<file path="config.mk">
export PLATFORM = sky130hd
export DESIGN_NAME = coax_tx
export DESIGN_NICKNAME = d
export VERILOG_FILES = /design/src/rtl/coax_pkg.sv /design/src/rtl/coax_tx_bit_timer.sv /design/src/rtl/coax_tx.sv
export SDC_FILE = /design/constraint.sdc
export NUM_CORES = 1
export LEC_CHECK = 0
export ABC_AREA = 1
export CAP_MARGIN = 10
export CORE_ASPECT_RATIO = 1.5
export CORE_MARGIN = 2
export CORE_UTILIZATION = 48
export DETAILED_ROUTE_END_ITERATION = 10
export GPL_ROUTABILITY_DRIVEN = 0
export PLACE_DENSITY_LB_ADDON = 0.05
export SKIP_CTS_REPAIR_TIMING = 1
export SLEW_MARGIN = 20
export SYNTH_ARGS = -nofsm -noshare
export SYNTH_HDL_FRONTEND = slang
export SYNTH_SLANG_ARGS = --single-unit
</file>
<file path="constraint.sdc">
create_clock -name clk -period 5.5 [get_ports clk]
set_input_delay 0.825 -clock clk [delete_from_list [all_inputs] [get_ports clk]]
set_output_delay 0.825 -clock clk [all_outputs]
set_load 0.05 [all_outputs]
</file>
<file path="src/rtl/coax_pkg.sv">
// Shared definitions for the 3270 coax transmitter and receiver:
// TX state encoding, frame field sizes and the frame parity rule.
package coax_pkg;

  localparam int QUIESCE_BITS = 5;
  localparam int DATA_BITS    = 10;

  typedef enum logic [2:0] {
    TX_IDLE,
    TX_LINE_QUIESCE,
    TX_CODE_VIOLATION,
    TX_SYNC_BIT,
    TX_DATA_BIT,
    TX_PARITY_BIT,
    TX_END_SEQUENCE
  } coax_tx_state_t;

  // Even parity over the sync bit (always 1) and the data word.
  function automatic logic coax_parity(input logic [DATA_BITS-1:0] word);
    return ^{1'b1, word};
  endfunction

endpackage

</file>
<file path="src/rtl/coax_tx_bit_timer.sv">
// Half-bit timer for the coax transmitter: free-running while a frame is in
// progress, held cleared by the FSM between frames.
module coax_tx_bit_timer #(
  parameter int CLOCKS_PER_BIT = 8
) (
  input  logic clk,
  input  logic reset,
  input  logic clear,
  output logic half_strobe,
  output logic bit_strobe,
  output logic second_half
);

  localparam int HALF_CLOCKS = CLOCKS_PER_BIT / 2;
  localparam int CNT_W       = $clog2(CLOCKS_PER_BIT);
  localparam logic [CNT_W-1:0] HALF_LAST = CNT_W'(HALF_CLOCKS - 1);

  logic [CNT_W-1:0] half_cnt;

  always_ff @(posedge clk) begin
    if (reset || clear) begin
      half_cnt    <= '0;
      second_half <= 1'b0;
    end else if (half_strobe) begin
      half_cnt    <= '0;
      second_half <= ~second_half;
    end else begin
      half_cnt    <= half_cnt + CNT_W'(1);
    end
  end

  assign half_strobe = (half_cnt == HALF_LAST);
  assign bit_strobe  = half_strobe & second_half;

endmodule

</file>
<file path="src/rtl/coax_tx.sv">
// 3270 coax frame transmitter: single-entry holding register, framing FSM and
// Manchester line encoder. Optional tx_delay output under COAX_TX_DELAY_EN.
//
// state             | meaning
// TX_IDLE           | line low, waiting for a loaded word
// TX_LINE_QUIESCE   | five 1 cells to wake the receiver
// TX_CODE_VIOLATION | 1.5 cells low then 1.5 cells high
// TX_SYNC_BIT       | sync 1 cell, word moved to the shift register
// TX_DATA_BIT       | ten data cells, MSB first
// TX_PARITY_BIT     | even parity over sync and data
// TX_END_SEQUENCE   | sync 0 cell, then one full cell high
module coax_tx
  import coax_pkg::*;
#(
  parameter int CLOCKS_PER_BIT = 8
) (
  input  logic                 clk,
  input  logic                 reset,
  input  logic [DATA_BITS-1:0] data,
  input  logic                 load,
  output logic                 ready,
  output logic                 active,
  output logic                 tx
`ifdef COAX_TX_DELAY_EN
  ,
  output logic                 tx_delay
`endif
);

  localparam logic [3:0] QUIESCE_LAST = 4'(QUIESCE_BITS - 1);
  localparam logic [3:0] DATA_LAST    = 4'(DATA_BITS - 1);
  localparam logic [3:0] CV_LAST      = 4'd5;
  localparam logic [3:0] CV_HIGH      = 4'd3;

  coax_tx_state_t state, state_next;

  logic [DATA_BITS-1:0] hold_reg;
  logic                 hold_full;
  logic [DATA_BITS-1:0] shift_reg;
  logic                 par_bit;
  logic [3:0]           bit_cnt;
  logic                 half_strobe;
  logic                 bit_strobe;
  logic                 second_half;
  logic                 start_word;
  logic                 count_en;
  logic                 cell_val;

  coax_tx_bit_timer #(
    .CLOCKS_PER_BIT(CLOCKS_PER_BIT)
  ) u_bit_timer (
    .clk         (clk),
    .reset       (reset),
    .clear       (state == TX_IDLE),
    .half_strobe (half_strobe),
    .bit_strobe  (bit_strobe),
    .second_half (second_half)
  );

  always_ff @(posedge clk) begin
    if (reset) state <= TX_IDLE;
    else       state <= state_next;
  end

  always_comb begin
    state_next = state;
    case (state)
      TX_IDLE:
        if (hold_full) state_next = TX_LINE_QUIESCE;
      TX_LINE_QUIESCE:
        if (bit_strobe && bit_cnt == QUIESCE_LAST) state_next = TX_CODE_VIOLATION;
      TX_CODE_VIOLATION:
        if (half_strobe && bit_cnt == CV_LAST) state_next = TX_SYNC_BIT;
      TX_SYNC_BIT:
        if (bit_strobe) state_next = TX_DATA_BIT;
      TX_DATA_BIT:
        if (bit_strobe && bit_cnt == DATA_LAST) state_next = TX_PARITY_BIT;
      TX_PARITY_BIT:
        if (bit_strobe) state_next = hold_full ? TX_SYNC_BIT : TX_END_SEQUENCE;
      TX_END_SEQUENCE:
        if (bit_strobe && bit_cnt == 4'd1) state_next = TX_IDLE;
      default:
        state_next = TX_IDLE;
    endcase
  end

  // The code violation is timed in half cells, every other state in whole cells.
  assign count_en   = (state == TX_CODE_VIOLATION) ? half_strobe : bit_strobe;
  assign start_word = (state_next == TX_SYNC_BIT) && (state != TX_SYNC_BIT);

  always_ff @(posedge clk) begin
    if (reset) begin
      hold_reg  <= '0;
      hold_full <= 1'b0;
      shift_reg <= '0;
      par_bit   <= 1'b0;
      bit_cnt   <= '0;
    end else begin
      if (state_next != state) bit_cnt <= '0;
      else if (count_en)       bit_cnt <= bit_cnt + 4'd1;

      if (start_word) begin
        shift_reg <= hold_reg;
        par_bit   <= coax_parity(hold_reg);
        hold_full <= 1'b0;
      end else begin
        if (load && !hold_full) begin
          hold_reg  <= data;
          hold_full <= 1'b1;
        end
        if (state == TX_DATA_BIT && bit_strobe)
          shift_reg <= {shift_reg[DATA_BITS-2:0], 1'b0};
      end
    end
  end

  always_comb begin
    cell_val = 1'b1;
    tx       = 1'b0;
    case (state)
      TX_DATA_BIT:   cell_val = shift_reg[DATA_BITS-1];
      TX_PARITY_BIT: cell_val = par_bit;
      default:       cell_val = 1'b1;
    endcase
    case (state)
      TX_IDLE:           tx = 1'b0;
      TX_CODE_VIOLATION: tx = (bit_cnt >= CV_HIGH);
      TX_END_SEQUENCE:   tx = (bit_cnt != 4'd0) | ~second_half;
      default:           tx = second_half ? cell_val : ~cell_val;
    endcase
  end

  assign ready  = ~hold_full;
  assign active = (state != TX_IDLE);

`ifdef COAX_TX_DELAY_EN
  localparam int DLY = CLOCKS_PER_BIT / 4;

  logic [DLY-1:0] dly_q;

  always_ff @(posedge clk) begin
    if (reset || state == TX_IDLE) begin
      dly_q <= '0;
    end else begin
      dly_q[0] <= tx;
      for (int i = 1; i < DLY; i++) dly_q[i] <= dly_q[i-1];
    end
  end

  assign tx_delay = dly_q[DLY-1] & active;
`endif

endmodule

</file>
After elaboration in Yosys (flattened, before gate mapping)
Index checks and enable logic that the tools add are counted.
{ "totals": {"register_bits": 33, "latchBits": 0, "ram_bits": 0, "rom_bits": 0, "input_bits": 13, "output_inout_bits": 3, "mem_count": 0} }
{ "op_classes": {"addsub": 2, "n_mul": 0, "n_div": 0, "order_cmp": 1, "n_eq_ne": 14, "shifts": 0, "muxes": 15, "bitwise_logic": 6, "n_reduce_logical": 18} }
{ "op_table": {"columns": ["operator", "count"], "rows": [
  ["3-bit two-way mux", 8],
  ["3-bit case mux with 7 select lines", 1],
  ["10-bit two-way mux", 2],
  ["3-bit by 2-bit == test with 1-bit output, second input constant", 4],
  ["11-bit XOR reduction", 1],
  ["3-bit == test, second input constant", 3],
  ["4-bit by 3-bit == test with 1-bit output, second input constant", 2],
  ["1-bit logical AND", 7],
  ["2-bit OR reduction", 3],
  ["4-bit by 1-bit adder with 4-bit output, second input constant", 1],
  ["4-bit by 1-bit == test with 1-bit output, second input constant", 1],
  ["4-bit == test, second input constant", 1],
  ["4-bit by 2-bit greater-or-equal comparator with 1-bit output, second input constant", 1],
  ["1-bit inverter", 4],
  ["4-bit nonzero test", 1],
  ["3-bit by 1-bit adder with 3-bit output, second input constant", 1],
  ["3-bit by 1-bit == test with 1-bit output, second input constant", 1],
  ["3-bit logical NOT", 1],
  ["3-bit by 2-bit != test with 1-bit output, second input constant", 1],
  ["3-bit != test", 1],
  ["1-bit case mux with 3 select lines", 1],
  ["3-bit nonzero test", 1],
  ["1-bit two-way mux", 2],
  ["1-bit case mux with 2 select lines", 1],
  ["other kinds (6)", 6]
]} }

Longest topological paths before layout
Gate-level depths: netlist of run 1.
{ "depth": {"depth_word": 9, "depth_mapped": 12, "ltp_nobuf": 12} }

By module
From an unflattened synthesis of run 1, not the netlist that was laid out.
{ "unflattened": {"hier_cells": 301, "hier_area_um2": 1956.9} }
{ "by_module_without_submodules": {"columns": ["module", "instances", "cells_per_inst", "area_each_um2", "seq_area_each_um2"], "rows": [
  ["coax_tx", 1, 281, 1785.5, 580.6],
  ["coax_tx_bit_timer", 1, 20, 171.4, 80.1]
]} }

Least setup slack after synthesis of run 1
OpenSTA, ideal clock, no wires.
{ "synth_path": {"path_kind": "reg-to-output", "from": "register state[1]", "to": "output tx", "arrival_time_ns": 1.354, "required_time_ns": 4.675, "slack_ns": 3.321, "path_stages_with_launch": 8, "path_buffers": 1, "path_cell_list": "dfxtp_1 -> buf_4 -> inv_2 -> nand3_1 -> o22ai_1 -> xor2_1 -> o21ai_0 -> nand3_1"} }
{ "synth_between": {"elab_chain_cells": 5, "elab_cells_between_ends": 9, "classes_between": "4 x eq/ne; 3 x mux; 1 x bitwise; 1 x reduce/logical"} }
{ "synth_lines": {"columns": ["element", "line_no", "text"], "rows": [
  ["start: declaration", "coax_tx.sv:35", "coax_tx_state_t state, state_next;"],
  ["start signal: assignment", "coax_tx.sv:62", "else state <= state_next;"],
  ["3-bit == test", "coax_tx.sv:120", "case (state)"],
  ["1-bit case mux with 2 select lines", "coax_tx.sv:120", null],
  ["1-bit inverter", "coax_tx.sv:129", "default: tx = second_half ? cell_val : ~cell_val;"],
  ["1-bit two-way mux", "coax_tx.sv:129", null],
  ["1-bit case mux with 3 select lines (*)", "coax_tx.sv:125", "case (state)"],
  ["end: declaration", "coax_tx.sv:23", "output logic tx"]
]} }
Mark *: on every way between the ends. The rest lies on a longest branch, timed or not.

Worst setup path after layout of run 1
{ "layout_path": {"from": "register state[0]", "to": "output tx"} }
The elaborated chain is that of the path after synthesis.

==> results of run 1 <==
-- per-stage QoR --
stage	utilization, %	std cells
3_5_place_dp	54.2	322
6_report	56.5	329
5_1_grt	56.5	329
3_3_place_gp	54.2	322
2_1_floorplan	-	276
4_1_cts	56.5	329
-- critical path, stage by stage (launching register included) --
cell and delay (ns):
sky130_fd_sc_hd__dfxtp_1 0.50, sky130_fd_sc_hd__nand3_1 0.21, sky130_fd_sc_hd__o22ai_1 0.23, sky130_fd_sc_hd__xor2_1 0.15, sky130_fd_sc_hd__o21ai_0 0.09, sky130_fd_sc_hd__nand3_1 0.08
sky130_fd_sc_hd__clkdlybuf4s50_1 0.79
-- cell type report --
cell class,count,share of cell area (%)
Tap cell,43,2.56
Sequential cell,33,31.4
Multi-Input combinational cell,194,48.1
Clock buffer,7,4.11
Inverter,37,6.61
Timing Repair Buffer,15,7.15
-- cell families after synthesis --
family,after synthesis
adder cells (fa/ha/maj),6
XOR/XNOR,10
AND/OR/NAND/NOR,152
AO/OA/AOI/OAI,26
flip-flops,33
buffers and inverters,49
-- worst paths after layout --
kind,startpoint,slack [ns],cells after the start,end
max reg2reg,u_bit_timer.half_cnt[0]$_SDFF_PP0_,2.83,11,hold_reg[8]$_SDFFE_PP0P_
min reg2reg,u_bit_timer.half_cnt[0]$_SDFF_PP0_,0.43,1,u_bit_timer.half_cnt[0]$_SDFF_PP0_
max,state[0]$_SDFF_PP0_,2.34,6,tx
min,u_bit_timer.half_cnt[0]$_SDFF_PP0_,0.43,1,u_bit_timer.half_cnt[0]$_SDFF_PP0_
-- layer usage --
metal | wire length [µm] | track usage [%]
met1 | 1570 | 20.5
met2 | 2160 | 37.7
met3 | 142 | 4.30
met4 | 159 | 12.9
met5 | 0 | 0
-- layout by cell type (no fill, tap or decap), types with 4 or more instances in the layout --
cell	instances
sky130_fd_sc_hd__xor2_1	6
sky130_fd_sc_hd__nand2_1	58
sky130_fd_sc_hd__clkdlybuf4s50_1	15
sky130_fd_sc_hd__inv_2	4
sky130_fd_sc_hd__a21oi_1	17
sky130_fd_sc_hd__nand3b_1	11
sky130_fd_sc_hd__nand3_1	19
sky130_fd_sc_hd__clkbuf_8	6
sky130_fd_sc_hd__xnor2_1	4
sky130_fd_sc_hd__nor2_1	43
sky130_fd_sc_hd__inv_1	31
sky130_fd_sc_hd__ha_1	6
sky130_fd_sc_hd__nand4_1	13
sky130_fd_sc_hd__dfxtp_1	33
-- report_power, final --
part	internal, mW	switching, mW	total, mW
Combinational	0.0296	0.0382	0.0678
Sequential	0.247	0.00828	0.255
Clock	0.0991	0.0809	0.180
==> results.txt, run 1 <==
For this run, the leading register cell type out of synthesis is sky130_fd_sc_hd__dfxtp_1. Yosys mapped a number of flops with a built-in enable equal to 0. After routing, the total negative slack on setup checks comes to 0 ns. Before antenna repair, the detailed router went through 4 iterations. After global routing the overflow that remains totals 0.

The cell count after synthesis was 276; the number of ports placed on the die boundary was 16. The clock period minus worst slack is 3.16 ns, and the final routed wirelength across all metal layers is 4.03 mm. The clock drives 33 sinks. By instance count, the leading cell after synthesis is sky130_fd_sc_hd__nand2_1. Buffers inserted during clock tree synthesis total 5. The run finished with clean final reports. The max-cap check violation count was 0; the wire length per cell was 12.2 µm. Count of final max-slew check failures: 0. The post-synthesis compound-gate area fraction is 7.75%.

The worst-case IR drop observed on VDD is 0.244 mV. The area growth from synthesis to layout came out at 11.2%. The first global-routing pass estimated 7.16 mm of wire. Of the post-synthesis cell area, the dominant cell type holds 35.0%. Setup violations remaining at the end of the flow were counted as 0. The worst path meets setup with 2.34 ns of slack.

The count of standard-cell rows was 27. In this run the tightest slew margin relative to its limit is 55.1%. The commonest cells after synthesis are 58 x sky130_fd_sc_hd__nand2_1, 43 x sky130_fd_sc_hd__nor2_1, 33 x sky130_fd_sc_hd__dfxtp_1. The number of global-route vias before repair was 1641.

After synthesis, the cell types taking the most area are sky130_fd_sc_hd__dfxtp_1 35%, sky130_fd_sc_hd__nand2_1 12%, sky130_fd_sc_hd__nor2_1 8.5%. The deepest level of the CTS H-tree was 2. The setup path with the least slack is of type flip-flop to primary output. Multiplexer cells account for 0% of the synthesized area.

Buffer depth of the longest clock path: 2. Of all cell types, the one taking the most synthesized area is sky130_fd_sc_hd__dfxtp_1. Global routing used 20.3% of the available tracks. In this run the power density over the cells is 239 mW/mm². Synthesis inferred 33 register bits.

The area enclosed by the die boundary is 0.00446 mm², and the number of port buffers is 15. The overall power of the completed layout is 0.503 mW. Along the worst path, the maximum fanout reaches 8.

Share of synthesized flip-flops with an asynchronous set or reset: 0%. In the routed layout, each cell is associated on average with a via count of 5.22. The run gives 316 MHz as the highest clock rate. By area, the combinational part of the netlist is dominated by simple AND/OR/NAND/NOR gates.

After the first detailed-routing iteration, the DRC count stood at 59. 0 antenna diodes ended up in the layout. For the final worst hold slack, the log shows 0.425 ns.

The die is 55.2 µm wide. The run gives 0.00210 mm² as the post-route cell area. Of the total synthesized cell area, the portion taken by AND, OR, NAND and NOR gates is 37.2%. The starting density of the core was 50.8%. In this run the clock root is driven by a sky130_fd_sc_hd__clkbuf_8. The data arrival time of the critical path is 2.34 ns, and the number of fillers in the final layout is 370. Setup repair after global routing left no endpoint under its margin. TritonCTS built the clock tree. The clock arrives with 0.00439 ns of skew.

Clock-pin slew was measured on the worst setup and hold paths at 0.06 ns. Detailed placement finished with a half-perimeter wire length of 3.05 mm. For this design the static power due to leakage is 0.914 nW.

The later pin in the worst-skew pair is clocked with a latency of 0.28 ns. The worst slack at placement came out at 2.67 ns. Detailed routing inserted a total of 1719 vias.

STA classifies the critical path endpoint as a primary output. The worst setup path is launched from a flip-flop. At the pin with the least slew margin, the transition time is 0.671 ns. The total number of yosys warnings came out at 0. The run gives 0.00101 mm² as the total area of multi-input combinational cells. The area of the core is 0.00372 mm², and the count of nets left with antenna violations after detail routing is 0.

The logs give 34 for the largest net degree at the start of global routing and 661 µm² for the sequential standard cell area. For this run, the post-layout net count is 305. The number of antenna violations at the first check in global routing is 0, and the final clock period utilization by the worst path is 57.5%.

The synthesized netlist devotes 3.97% of its cell area to adder and majority cells. The floorplan step set the die height to 80.8 µm. The number of distinct standard cells referenced by the synthesized netlist is 32, and the cell area reported after detailed placement is 0.00201 mm². After synthesis, the mean cell area works out to 6.85 µm². For this run, design rule violations remaining after detail routing come to 0.

The number of hold-slack violations in the final timing report came out at 0. In this run the cell area of the synthesized design comes to 0.00189 mm². Counting every net in the synthesized netlist gives 295. Path class of the lowest-slack min-delay path: flip-flop to flip-flop. The run gives 4.68 ns as the endpoint required time on the critical path.

Of the synthesized area, sequential elements account for 35.0%. The fraction of final layout cells sized beyond drive strength 1 was 5.94%; the parity-gate share of the synthesized area counting xor and xnor cells was 4.64%.
Note: power is estimated with default switching activity, not from simulation.
==> run 2, diff against run 1 <==
==> constraint.sdc (replaced) <==
create_clock -name clk -period 2.62 [get_ports clk]
set_input_delay 0.393 -clock clk [delete_from_list [all_inputs] [get_ports clk]]
set_output_delay 0.393 -clock clk [all_outputs]
set_load 0.05 [all_outputs]
==> results.txt, run 2 (synthesized netlist as in run 1, its figures left out) <==
The run finished with clean final reports. The areal power density over the cells works out to 547 mW/mm² (+130%). The area of the core was 0.00372 mm² (unchanged); the total clock buffers created by CTS was 5 (unchanged). For the number of remaining DRC errors, the log shows 0 (unchanged).

The critical path startpoint category was a flip-flop. Number of hold-slack violations in the final timing report: 0 (unchanged). The library cell used most frequently in the layout, excluding fill and tap cells, is sky130_fd_sc_hd__nand2_1. The number of clock sinks was 33 (unchanged); the fraction of final layout cells sized beyond drive strength 1 was 7.90% (+2.0 points).

For the static power due to leakage, the log shows 0.951 nW (+4.0%). The capturing point of the worst reg2reg path is hold_reg[8]$_SDFFE_PP0P_. The path class of the lowest-slack min-delay path was flip-flop to flip-flop.

The area enclosed by the die boundary was 0.00446 mm² (unchanged); the number of cells on the worst reg-to-reg path was 12 (+1). TritonCTS built the clock tree. The final worst hold slack is 0.420 ns (-0.00454 ns), and the endpoint required time on the critical path is 2.85 ns (-1.83 ns). The worst-skew pair later-pin latency is 0.29 ns (about the same).

The signal on the critical path passes through ha_1, ha_1, nand2_2, nor2_1, nor2_1, nor2_1, nand3_2, nand3_4, nand2_1, inv_2, nor2_1, nor2_1. The number of fillers in the final layout is 392 (+5.9%). The logs give 7.28 mm (+1.7%) for the first-pass GRT wire length and 3.23 mm (+5.9%) for the placed wire-length estimate.

The tools report the max-cap check violation count as 0 (unchanged). The run gives 2 (unchanged) as the buffer depth of the longest clock path. For the count of final max-slew check failures, the log shows 0 (unchanged).

The delay contributed by the slowest stage of the critical path was 0.36 ns (-0.43 ns). In the layout the commonest cells are 58 x sky130_fd_sc_hd__nand2_1, 43 x sky130_fd_sc_hd__nor2_1, 33 x sky130_fd_sc_hd__dfxtp_1. The ratio of routed vias to standard cells was 5.20 (-0.52%); the register-to-register setup slack was 0.35 ns (-2.48 ns). The run gives 27 (unchanged) as the count of standard-cell rows.

The post-CTS clock slew at the launch and capture registers of the worst setup and hold paths is 0.07 ns (about the same). The total area of multi-input combinational cells is 0.00101 mm² (unchanged), and the number of endpoints failing setup at the final stage is 0 (unchanged). The wire length per cell came out at 12.7 µm (+3.3%). The core utilization of the finished layout was 58.1% (+1.5 points). The launch point of the worst reg-to-reg path was u_bit_timer.half_cnt[0]$_SDFF_PP0_.

The number of global-route vias before repair was 1699 (+3.5%). Broken down by cell family, the worst path's largest delay share belongs to simple AND/OR/NAND/NOR gates. Largest voltage drop on the vdd net: 0.419 mV (+72%).

The run gives 4 (unchanged) as the number of optimization iterations in the first detailed-route pass. The most frequent cell on the critical path is sky130_fd_sc_hd__nor2_1. The data arrival time of the critical path was 2.49 ns (+0.15 ns). The worst setup path is captured at a flip-flop. The die outline height was 80.8 µm (unchanged). The maximum net fanout on the critical path works out to 33 (+25). The worst hold path stage count was 1 (unchanged); the highest clock rate was 441 MHz.

The largest net degree at the start of global routing is 34 (unchanged). The global-route congestion overflow total was 0 (unchanged). The buffer and inverter count on the worst path works out to 1 (unchanged). For the starting density of the core, the log shows 50.8% (unchanged).

The worst hold path terminates at u_bit_timer.half_cnt[0]$_SDFF_PP0_. The startpoint identified for the worst hold timing path is u_bit_timer.half_cnt[0]$_SDFF_PP0_. The number of port buffers is 15 (unchanged), and the total number of nets in the final design is 309 (+1.3%).

The final clock period utilization by the worst path was 86.5%. Setup repair after global routing left no endpoint under its margin. Number of gates on the worst path with buffers counted: 12 (+6). For the number of inserted diodes, the log shows 0 (unchanged).

The number of ports placed on the die boundary came out at 16 (unchanged). The logs give 4.23 mm (+4.9%) for the final routed wirelength across all metal layers and 334 (+1.5%) for the final non-filler cell total. The total number of vias was 1736 (+0.99%); the headroom to the max-slew limit was 66.1% (+11 points). The critical path in this run is classified as flip-flop to flip-flop. The transition time of the tightest slew-check pin was 0.508 ns (-0.164 ns).

The tools report the clock root buffer master as sky130_fd_sc_hd__clkbuf_8. The first-iteration detailed-routing DRC count was 54 (-8.5%). From synthesis to final layout, the design area changed by 14.2%. The logs give 0 (unchanged) for the number of antenna violations at the first check in global routing and 0.00292 ns (-0.00147 ns) for the final setup skew. The routed design could run at a clock period as short as 2.27 ns. The total placed cells including tap cells came out at 326 (+1.2%). The summed negative setup slack over all endpoints was 0 ns (unchanged).

The count of nets left with antenna violations after detail routing is 0 (unchanged). For the global-route total usage across every layer, the log shows 20.7% (+0.39 points). The chip width is 55.2 µm (unchanged). The deepest level of the CTS H-tree came out at 2 (unchanged).

The tools report the sequential standard cell area as 661 µm² (unchanged). The slowest stage of the critical path is the sky130_fd_sc_hd__nand3_4 cell.
run 2: through the flow:
step | instance area [µm²] | total power [mW] | worst slack [ns]
6_report | 2160 | 1.18 | 0.353
5_1_grt | 2160 | 1.23 | 0.0892
4_1_cts | 2160 | 1.19 | 0.341
3_5_place_dp | 2040 | 0.692 | 0.358
3_3_place_gp | 2040 | 0.691 | 0.428
2_1_floorplan | 1890 | 0.648 | 0.869
run 2: worst max-delay path by stage:
stage	to	slack, ns	start
2_1_floorplan	shift_reg[1]$_SDFFE_PP0P_	0.87	state[0]$_SDFF_PP0_
3_3_place_gp	hold_reg[6]$_SDFFE_PP0P_	0.43	u_bit_timer.half_cnt[0]$_SDFF_PP0_
3_5_place_dp	hold_reg[7]$_SDFFE_PP0P_	0.36	u_bit_timer.half_cnt[0]$_SDFF_PP0_
4_1_cts	hold_reg[8]$_SDFFE_PP0P_	0.34	u_bit_timer.half_cnt[0]$_SDFF_PP0_
5_1_grt	hold_reg[7]$_SDFFE_PP0P_	0.09	u_bit_timer.half_cnt[0]$_SDFF_PP0_
6_report	hold_reg[8]$_SDFFE_PP0P_	0.35	u_bit_timer.half_cnt[0]$_SDFF_PP0_
run 2: final cells by class:
class                   count  area share (%)
multi-input cells         194            46.8
inverters                  37            6.43
clock inverters             1            1.39
repair buffers             19            8.23
clock buffers               7            4.00
flip-flops and latches     33            30.6
well taps                  43            2.49
run 2: report_power, final:
| part | total [mW] | internal [mW] | switching (mW) |
|---|---|---|---|
| Clock | 0.502 | 0.310 | 0.192 |
| Combinational | 0.145 | 0.0644 | 0.0802 |
| Sequential | 0.534 | 0.518 | 0.0164 |
run 2: layer usage:
metal  global-route usage (%)  part of all wire, %  routed length, µm
met5                        0                    0                  0
met4                     10.5                  3.9                165
met3                     4.30                  2.9                123
met2                     40.1                   54               2280
met1                     20.6                   39               1660
